===== config.mk =====
export PLATFORM = sky130hd
export DESIGN_NAME = multiplexeur_rr_nxw_flat
export DESIGN_NICKNAME = d
export VERILOG_FILES = /design/src/rtl/multiplexeur_rr_nxw_pkg.sv /design/src/rtl/multiplexeur_rr_nxw_if.sv /design/src/rtl/multiplexeur_rr_nxw_arbitre_rr.sv /design/src/rtl/multiplexeur_rr_nxw.sv /design/src/flat_wrapper.sv
export SDC_FILE = /design/constraint.sdc
export NUM_CORES = 1
export LEC_CHECK = 0
export CAP_MARGIN = 15
export CORE_UTILIZATION = 40
export DETAILED_ROUTE_END_ITERATION = 7
export PLACE_DENSITY = 0.83
export SLEW_MARGIN = 20
export SYNTH_ARGS = -nofsm -noshare
export SYNTH_HDL_FRONTEND = slang
export SYNTH_SLANG_ARGS = --single-unit

===== constraint.sdc =====
create_clock -name clk -period 5.2 [get_ports clk]
set_input_delay 0.52 -clock clk [delete_from_list [all_inputs] [get_ports clk]]
set_output_delay 0.52 -clock clk [all_outputs]
set_load 0.05 [all_outputs]

===== src/rtl/multiplexeur_rr_nxw_pkg.sv =====
// Shared constants, output-stage state type and width helpers for the
// N-channel round-robin / fixed-select multiplexer.
package mux_pkg;

    localparam int MODE_FIXED = 0;
    localparam int MODE_RR    = 1;

    typedef enum logic {
        ST_EMPTY = 1'b0,
        ST_FULL  = 1'b1
    } out_state_e;

    function automatic int clog2(input int n);
        int r;
        r = 0;
        while ((1 << r) < n) begin
            r = r + 1;
        end
        return r;
    endfunction

    // A single channel still needs a one-bit index.
    function automatic int sel_width(input int n);
        return (clog2(n) < 1) ? 1 : clog2(n);
    endfunction

endpackage


===== src/rtl/multiplexeur_rr_nxw_if.sv =====
// Handshake bundle between the channel sources, the multiplexer and the
// downstream sink.
interface multiplexeur_rr_nxw_if
    import mux_pkg::*;
#(
    parameter int WIDTH    = 8,
    parameter int CHANNELS = 4,
    parameter int SEL_W    = sel_width(CHANNELS)
);
    logic [CHANNELS-1:0]       in_valid;
    logic [CHANNELS*WIDTH-1:0] in_data;
    logic [CHANNELS-1:0]       in_ready;
    logic [SEL_W-1:0]          sel;
    logic                      out_valid;
    logic [WIDTH-1:0]          out_data;
    logic [SEL_W-1:0]          out_chan;
    logic                      out_ready;

    modport slave (
        input  in_valid, in_data, sel, out_ready,
        output in_ready, out_valid, out_data, out_chan
    );

    modport master (
        output in_valid, in_data, sel, out_ready,
        input  in_ready, out_valid, out_data, out_chan
    );
endinterface


===== src/rtl/multiplexeur_rr_nxw_arbitre_rr.sv =====
// Rotating-priority arbiter: searches upward from the channel after the last
// granted one, and only moves its pointer when the grant is actually taken.
module arbitre_rr
    import mux_pkg::*;
#(
    parameter  int CHANNELS = 4,
    localparam int SEL_W    = sel_width(CHANNELS)
) (
    input  logic                clk,
    input  logic                reset,
    input  logic [CHANNELS-1:0] req,
    input  logic                advance,
    output logic                grant_valid,
    output logic [SEL_W-1:0]    grant_idx
);

    logic [SEL_W-1:0] last_q;
    logic [SEL_W-1:0] last_d;
    logic [SEL_W-1:0] idx_w;
    int               pos;

    // Walk from farthest to nearest so the nearest requester is written last.
    always_comb begin
        grant_valid = 1'b0;
        grant_idx   = '0;
        pos         = 0;
        idx_w       = '0;
        for (int k = CHANNELS; k >= 1; k--) begin
            pos   = (int'(last_q) + k) % CHANNELS;
            idx_w = SEL_W'(pos);
            if (req[idx_w]) begin
                grant_valid = 1'b1;
                grant_idx   = idx_w;
            end
        end
    end

    always_comb begin
        last_d = last_q;
        if (advance) begin
            last_d = grant_idx;
        end
    end

    always_ff @(posedge clk or posedge reset) begin
        if (reset) begin
            last_q <= SEL_W'(CHANNELS - 1);
        end else begin
            last_q <= last_d;
        end
    end

endmodule


===== src/rtl/multiplexeur_rr_nxw.sv =====
// N-to-1 multiplexer with a one-word registered output stage; the channel is
// chosen either by the sel port or by a round-robin arbiter.
module multiplexeur_rr_nxw
    import mux_pkg::*;
#(
    parameter  int WIDTH    = 8,
    parameter  int CHANNELS = 4,
    parameter  int MODE     = MODE_RR,
    localparam int SEL_W    = sel_width(CHANNELS)
) (
    input  logic                   clk,
    input  logic                   reset,
    multiplexeur_rr_nxw_if.slave   bus
);

    out_state_e          state_q, state_d;
    logic [WIDTH-1:0]    out_data_q, out_data_d;
    logic [SEL_W-1:0]    out_chan_q, out_chan_d;

    logic                load_en;
    logic                grant_valid;
    logic [SEL_W-1:0]    grant_idx;
    logic                in_xfer;
    logic [CHANNELS-1:0] in_ready_w;
    logic [WIDTH-1:0]    chan_data [CHANNELS];

    assign load_en = (state_q == ST_EMPTY) || bus.out_ready;
    assign in_xfer = load_en && grant_valid && !reset;

    generate
        if (MODE == MODE_RR) begin : g_rr
            logic unused_sel;
            assign unused_sel = ^bus.sel;

            arbitre_rr #(.CHANNELS(CHANNELS)) u_arbitre (
                .clk         (clk),
                .reset       (reset),
                .req         (bus.in_valid),
                .advance     (in_xfer),
                .grant_valid (grant_valid),
                .grant_idx   (grant_idx)
            );
        end else begin : g_fixed
            // Out-of-range selects (non power-of-two channel counts) never grant.
            always_comb begin
                grant_idx   = bus.sel;
                grant_valid = 1'b0;
                if (32'(bus.sel) < 32'(CHANNELS)) begin
                    grant_valid = bus.in_valid[bus.sel];
                end
            end
        end
    endgenerate

    for (genvar gi = 0; gi < CHANNELS; gi++) begin : g_chan
        assign in_ready_w[gi] = in_xfer && (grant_idx == SEL_W'(gi));
        assign chan_data[gi]  = bus.in_data[gi*WIDTH +: WIDTH];
    end

    assign bus.in_ready  = in_ready_w;
    assign bus.out_valid = (state_q == ST_FULL);
    assign bus.out_data  = out_data_q;
    assign bus.out_chan  = out_chan_q;

    always_comb begin
        state_d    = state_q;
        out_data_d = out_data_q;
        out_chan_d = out_chan_q;
        if (in_xfer) begin
            state_d    = ST_FULL;
            out_data_d = chan_data[grant_idx];
            out_chan_d = grant_idx;
        end else if ((state_q == ST_FULL) && bus.out_ready) begin
            state_d = ST_EMPTY;
        end
    end

    always_ff @(posedge clk or posedge reset) begin
        if (reset) begin
            state_q    <= ST_EMPTY;
            out_data_q <= '0;
            out_chan_q <= '0;
        end else begin
            state_q    <= state_d;
            out_data_q <= out_data_d;
            out_chan_q <= out_chan_d;
        end
    end

endmodule


===== src/flat_wrapper.sv =====
// flat-port wrapper written by rule: the top's interface ports become plain ports
module multiplexeur_rr_nxw_flat import mux_pkg::*;
#(
    parameter  int WIDTH    = 8,
    parameter  int CHANNELS = 4,
    parameter  int MODE     = MODE_RR,
    localparam int SEL_W    = sel_width(CHANNELS)
)
  (clk, reset, bus_in_valid, bus_in_data, bus_sel, bus_out_ready, bus_in_ready, bus_out_valid, bus_out_data, bus_out_chan);
  multiplexeur_rr_nxw_if #(.WIDTH(WIDTH), .CHANNELS(CHANNELS)) bus_i ();
  input  logic clk;
  input  logic reset;
  input wire logic [$bits(bus_i.in_valid)-1:0] bus_in_valid;
  input wire logic [$bits(bus_i.in_data)-1:0] bus_in_data;
  input wire logic [$bits(bus_i.sel)-1:0] bus_sel;
  input wire logic [$bits(bus_i.out_ready)-1:0] bus_out_ready;
  output wire logic [$bits(bus_i.in_ready)-1:0] bus_in_ready;
  output wire logic [$bits(bus_i.out_valid)-1:0] bus_out_valid;
  output wire logic [$bits(bus_i.out_data)-1:0] bus_out_data;
  output wire logic [$bits(bus_i.out_chan)-1:0] bus_out_chan;
  assign bus_i.in_valid = bus_in_valid;
  assign bus_i.in_data = bus_in_data;
  assign bus_i.sel = bus_sel;
  assign bus_i.out_ready = bus_out_ready;
  assign bus_in_ready = bus_i.in_ready;
  assign bus_out_valid = bus_i.out_valid;
  assign bus_out_data = bus_i.out_data;
  assign bus_out_chan = bus_i.out_chan;
  multiplexeur_rr_nxw #(.WIDTH(WIDTH), .CHANNELS(CHANNELS), .MODE(MODE)) u_core (.clk(clk), .reset(reset), .bus(bus_i));
endmodule

==> flow_metrics.py <==
metrics = {
    "run_status": {
        "status": "completed",
    },
    "global_routing": {
        "grt_pass1_wl_um": 4146,
        "grt_overflow": 0,
        "grt_pass1_vias": 952,
        "grt_usage_pct": 21.30,
        "grt_start_max_net_pins": 17,
        "antenna_found_initial": 0,
    },
    "synth": {
        "synth-async-reset-ratio_pct": 100.0,
        "yosys.area.top_type": "dfrtp_1",
        "dominantRegCellSynth": "dfrtp_1",
        "synthTopCellsByCount": "nand2_1 (14), dfrtp_1 (11), and4_1 (8), mux2i_1 (8), o31a_1 (8)",
        "yosys.area.top_type_share_pct": 28.10,
        "synth.avg_cell_area_um2": 9.605,
        "yosysSeqAreaShare_pct": 33.46,
        "yosysUniqueCellTypes": 31,
        "yosys_register_bits": 13,
        "synth_nets": 143,
        "synth_enable_flop_cells": 0,
        "ys_warn_count": 0,
        "synth_area_leaders": "dfrtp_1 (28%), mux2i_1 (8.2%), and4_1 (7.2%), o31a_1 (7.2%), o211ai_2 (6.4%)",
        "syn_inst": 102,
        "syn-cell-area_um2": 979.7,
        "synth_most_common_cell": "nand2_1",
    },
    "sta": {
        "slew_headroom_pct": 52.94,
        "finalSetupViolCount": 0,
        "period_share_pct": 72.50,
        "finalSetupTns_ps": 0,
        "final.setup_skew_ps": 1.038,
        "tightest_slew_ps": 703.7,
        "period_needed_ps": 3770,
        "grt_setup_unrepaired": "no",
        "slew_viol_final": 0,
        "max_clock_freq_mhz": 265.2,
        "hold_viol_final": 0,
    },
    "routing": {
        "drt-met1-wl_um": 1140,
        "vias": 997,
        "ant_nets": 0,
        "drt_first_pass_iters": 4,
        "drcViolationCount": 0,
        "finalWirelength_um": 2607,
        "vias_per_cell": 5.478,
        "wl_per_cell_um": 14.32,
        "route.met2.wl_um": 1281,
        "dr.max_layer_used": "met4",
        "met3WireLength_um": 131,
        "dr.first_iter.drc_count": 4,
    },
    "pwr": {
        "ir_worst_vdd_v": 0.0002521,
        "seqPwrFrac_pct": 28.7,
        "clockPowerShare_pct": 11.5,
        "p_sw_share_pct": 45.83,
        "power.switching_uw": 248.4,
        "p_int_uw": 293.5,
        "p_comb_share_pct": 59.8,
        "power.density_nw_per_um2": 354.7,
        "p_leak_uw": 0.0006168,
    },
    "clocking": {
        "cts.clk_slew.worst_paths_ps": 80,
        "cts_tree": "built",
        "post_cts_buffers": 0,
        "cts_buffers": 3,
        "clk_latency_ps": 280,
        "h-tree-depth": 1,
        "cts_sinks": 13,
        "clk_path_buf_depth": 2,
        "cts_resized": 0,
        "clockRootBuffer": "clkbuf_4",
        "ctsHoldBuffers": 0,
    },
    "placed_design": {
        "dp_cells": 178,
        "routabilityCongestion": 0.7987,
        "portBuffers": 53,
        "dpl.hpwl_um": 2093,
    },
    "critical_path": {
        "critPathRequiredTime_ps": 4680,
        "critPathTopFamily": "buffers and inverters",
        "regToRegStartpoint": "u_core.g_rr.u_arbitre.last_q[0]",
        "startpoint": "reset",
        "crit_type": "primary input to output port",
        "path_max_fanout": 16,
        "crit_chain": "clkdlybuf4s50_1 -> inv_1 -> nand3_1 -> a21oi_2 -> nor2b_1 -> clkdlybuf4s50_1",
        "start_kind": "primary input",
        "cpMostUsedCell": "clkdlybuf4s50_1",
        "worst-path-buf-inv": 3,
        "cp-end-kind": "output port",
        "cpPeakStageDelay_ps": 810,
        "cp.arrival_ps": 3250,
        "cp_slowest_cell": "clkdlybuf4s50_1",
    },
    "finish": {
        "fillers": 201,
        "antenna_cells": 0,
        "fin_util_pct": 67.76,
        "layout.nets": 196,
        "drive_gt1_share_pct": 9.740,
        "layoutNonFillerInstCount": 182,
        "syn_to_final_growth_pct": 55.94,
    },
    "floorplan": {
        "io-pin-count": 56,
        "die_h_um": 51.49,
        "die_x_um": 51.49,
        "dieArea_um2": 2651,
        "rows": 17,
        "core_um2": 2255,
        "floorplan.initialDensity_pct": 43.45,
    },
    "job": {
        "cap_viol_max_count": 0,
    },
    "hold_path": {
        "hold_class": "flip-flop to flip-flop",
        "hp-start": "u_core.bus.out_chan[1]",
    },
}
final timing paths:
| check | endpoint | slack (ps) | cells after the start |
|---|---|---|---|
| min in group asynchronous | u_core.bus.out_chan[1] | 600 | 2 |
| worst min-delay path | u_core.bus.out_chan[1] | 490 | 2 |
| max in group asynchronous | u_core.g_rr.u_arbitre.last_q[0] | 4240 | 2 |
| worst min register to register | u_core.bus.out_chan[1] | 490 | 2 |
| worst max register to register | u_core.bus.out_data[3] | 3060 | 5 |
| worst max-delay path | bus_in_ready[1] | 1430 | 6 |
cells in the final DEF (no fill, tap or decap), types with 5 or more instances in the layout:
cell,n
nand2_1,14
o31a_1,8
mux2i_1,8
dfrtp_1,11
o211ai_2,5
clkdlybuf4s50_1,53
o21ai_0,7
and4_1,8
nor2_1,5
tightest hold or removal path: cells and delay by family (launching register included):
| family | cells | cell delay [ps] |
|---|---|---|
| simple gates | 2 | 120 |
| flops | 1 | 350 |
state kept, by name, summed over array words and instances, names as in the netlist:
name,count
u_core.bus.out_chan,2
u_core.bus.out_data,8
u_core.bus.out_valid,1
u_core.g_rr.u_arbitre.last_q,2
routing by layer:
metal / up-vias / track usage, %
met5: - / 0
met4: 0 / 10.81
met3: 5 / 1.754
met2: 39 / 37.45
met1: 456 / 25.83
li1: 497 / -
through the flow:
stage	total power, uW	instance area (um2)	setup WS [ps]	hold WS [ps]
5_1_grt	570.3	1528	1153	531.9
2_1_floorplan	379.2	979.7	1821	416.5
3_3_place_gp	475.9	1501	1439	462.3
6_report	541.9	1528	1430	494.8
4_1_cts	545.0	1528	1375	501.0
3_5_place_dp	483.5	1501	1376	482.6
area by class of cell:
class	instances	area, um2	share of cell area [%]
clock buffer	4	26.28	1.720
timing repair buffer	53	530.5	34.73
tap	28	35.03	2.293
inverter	1	3.754	0.2457
sequential	13	327.8	21.46
multi-input combinational	83	604.3	39.56
power groups by stage:
stage | Combinational (uW) | Clock (uW) | Sequential, uW
2_1_floorplan | 131 | 0 | 249
3_3_place_gp | 320 | 0 | 156
3_5_place_dp | 326 | 0 | 157
4_1_cts | 327 | 62.6 | 156
5_1_grt | 343 | 67.6 | 160
6_report | 324 | 62.2 | 155
cell families after synthesis:
| kind of cell | synth area share [%] |
|---|---|
| AOI/OAI and AO/OA | 27.71 |
| buffers and inverters | 4.853 |
| DFF | 33.46 |
| muxes | 8.174 |
| and+or+nand+nor | 25.80 |
(Power assumes the default switching activity.)
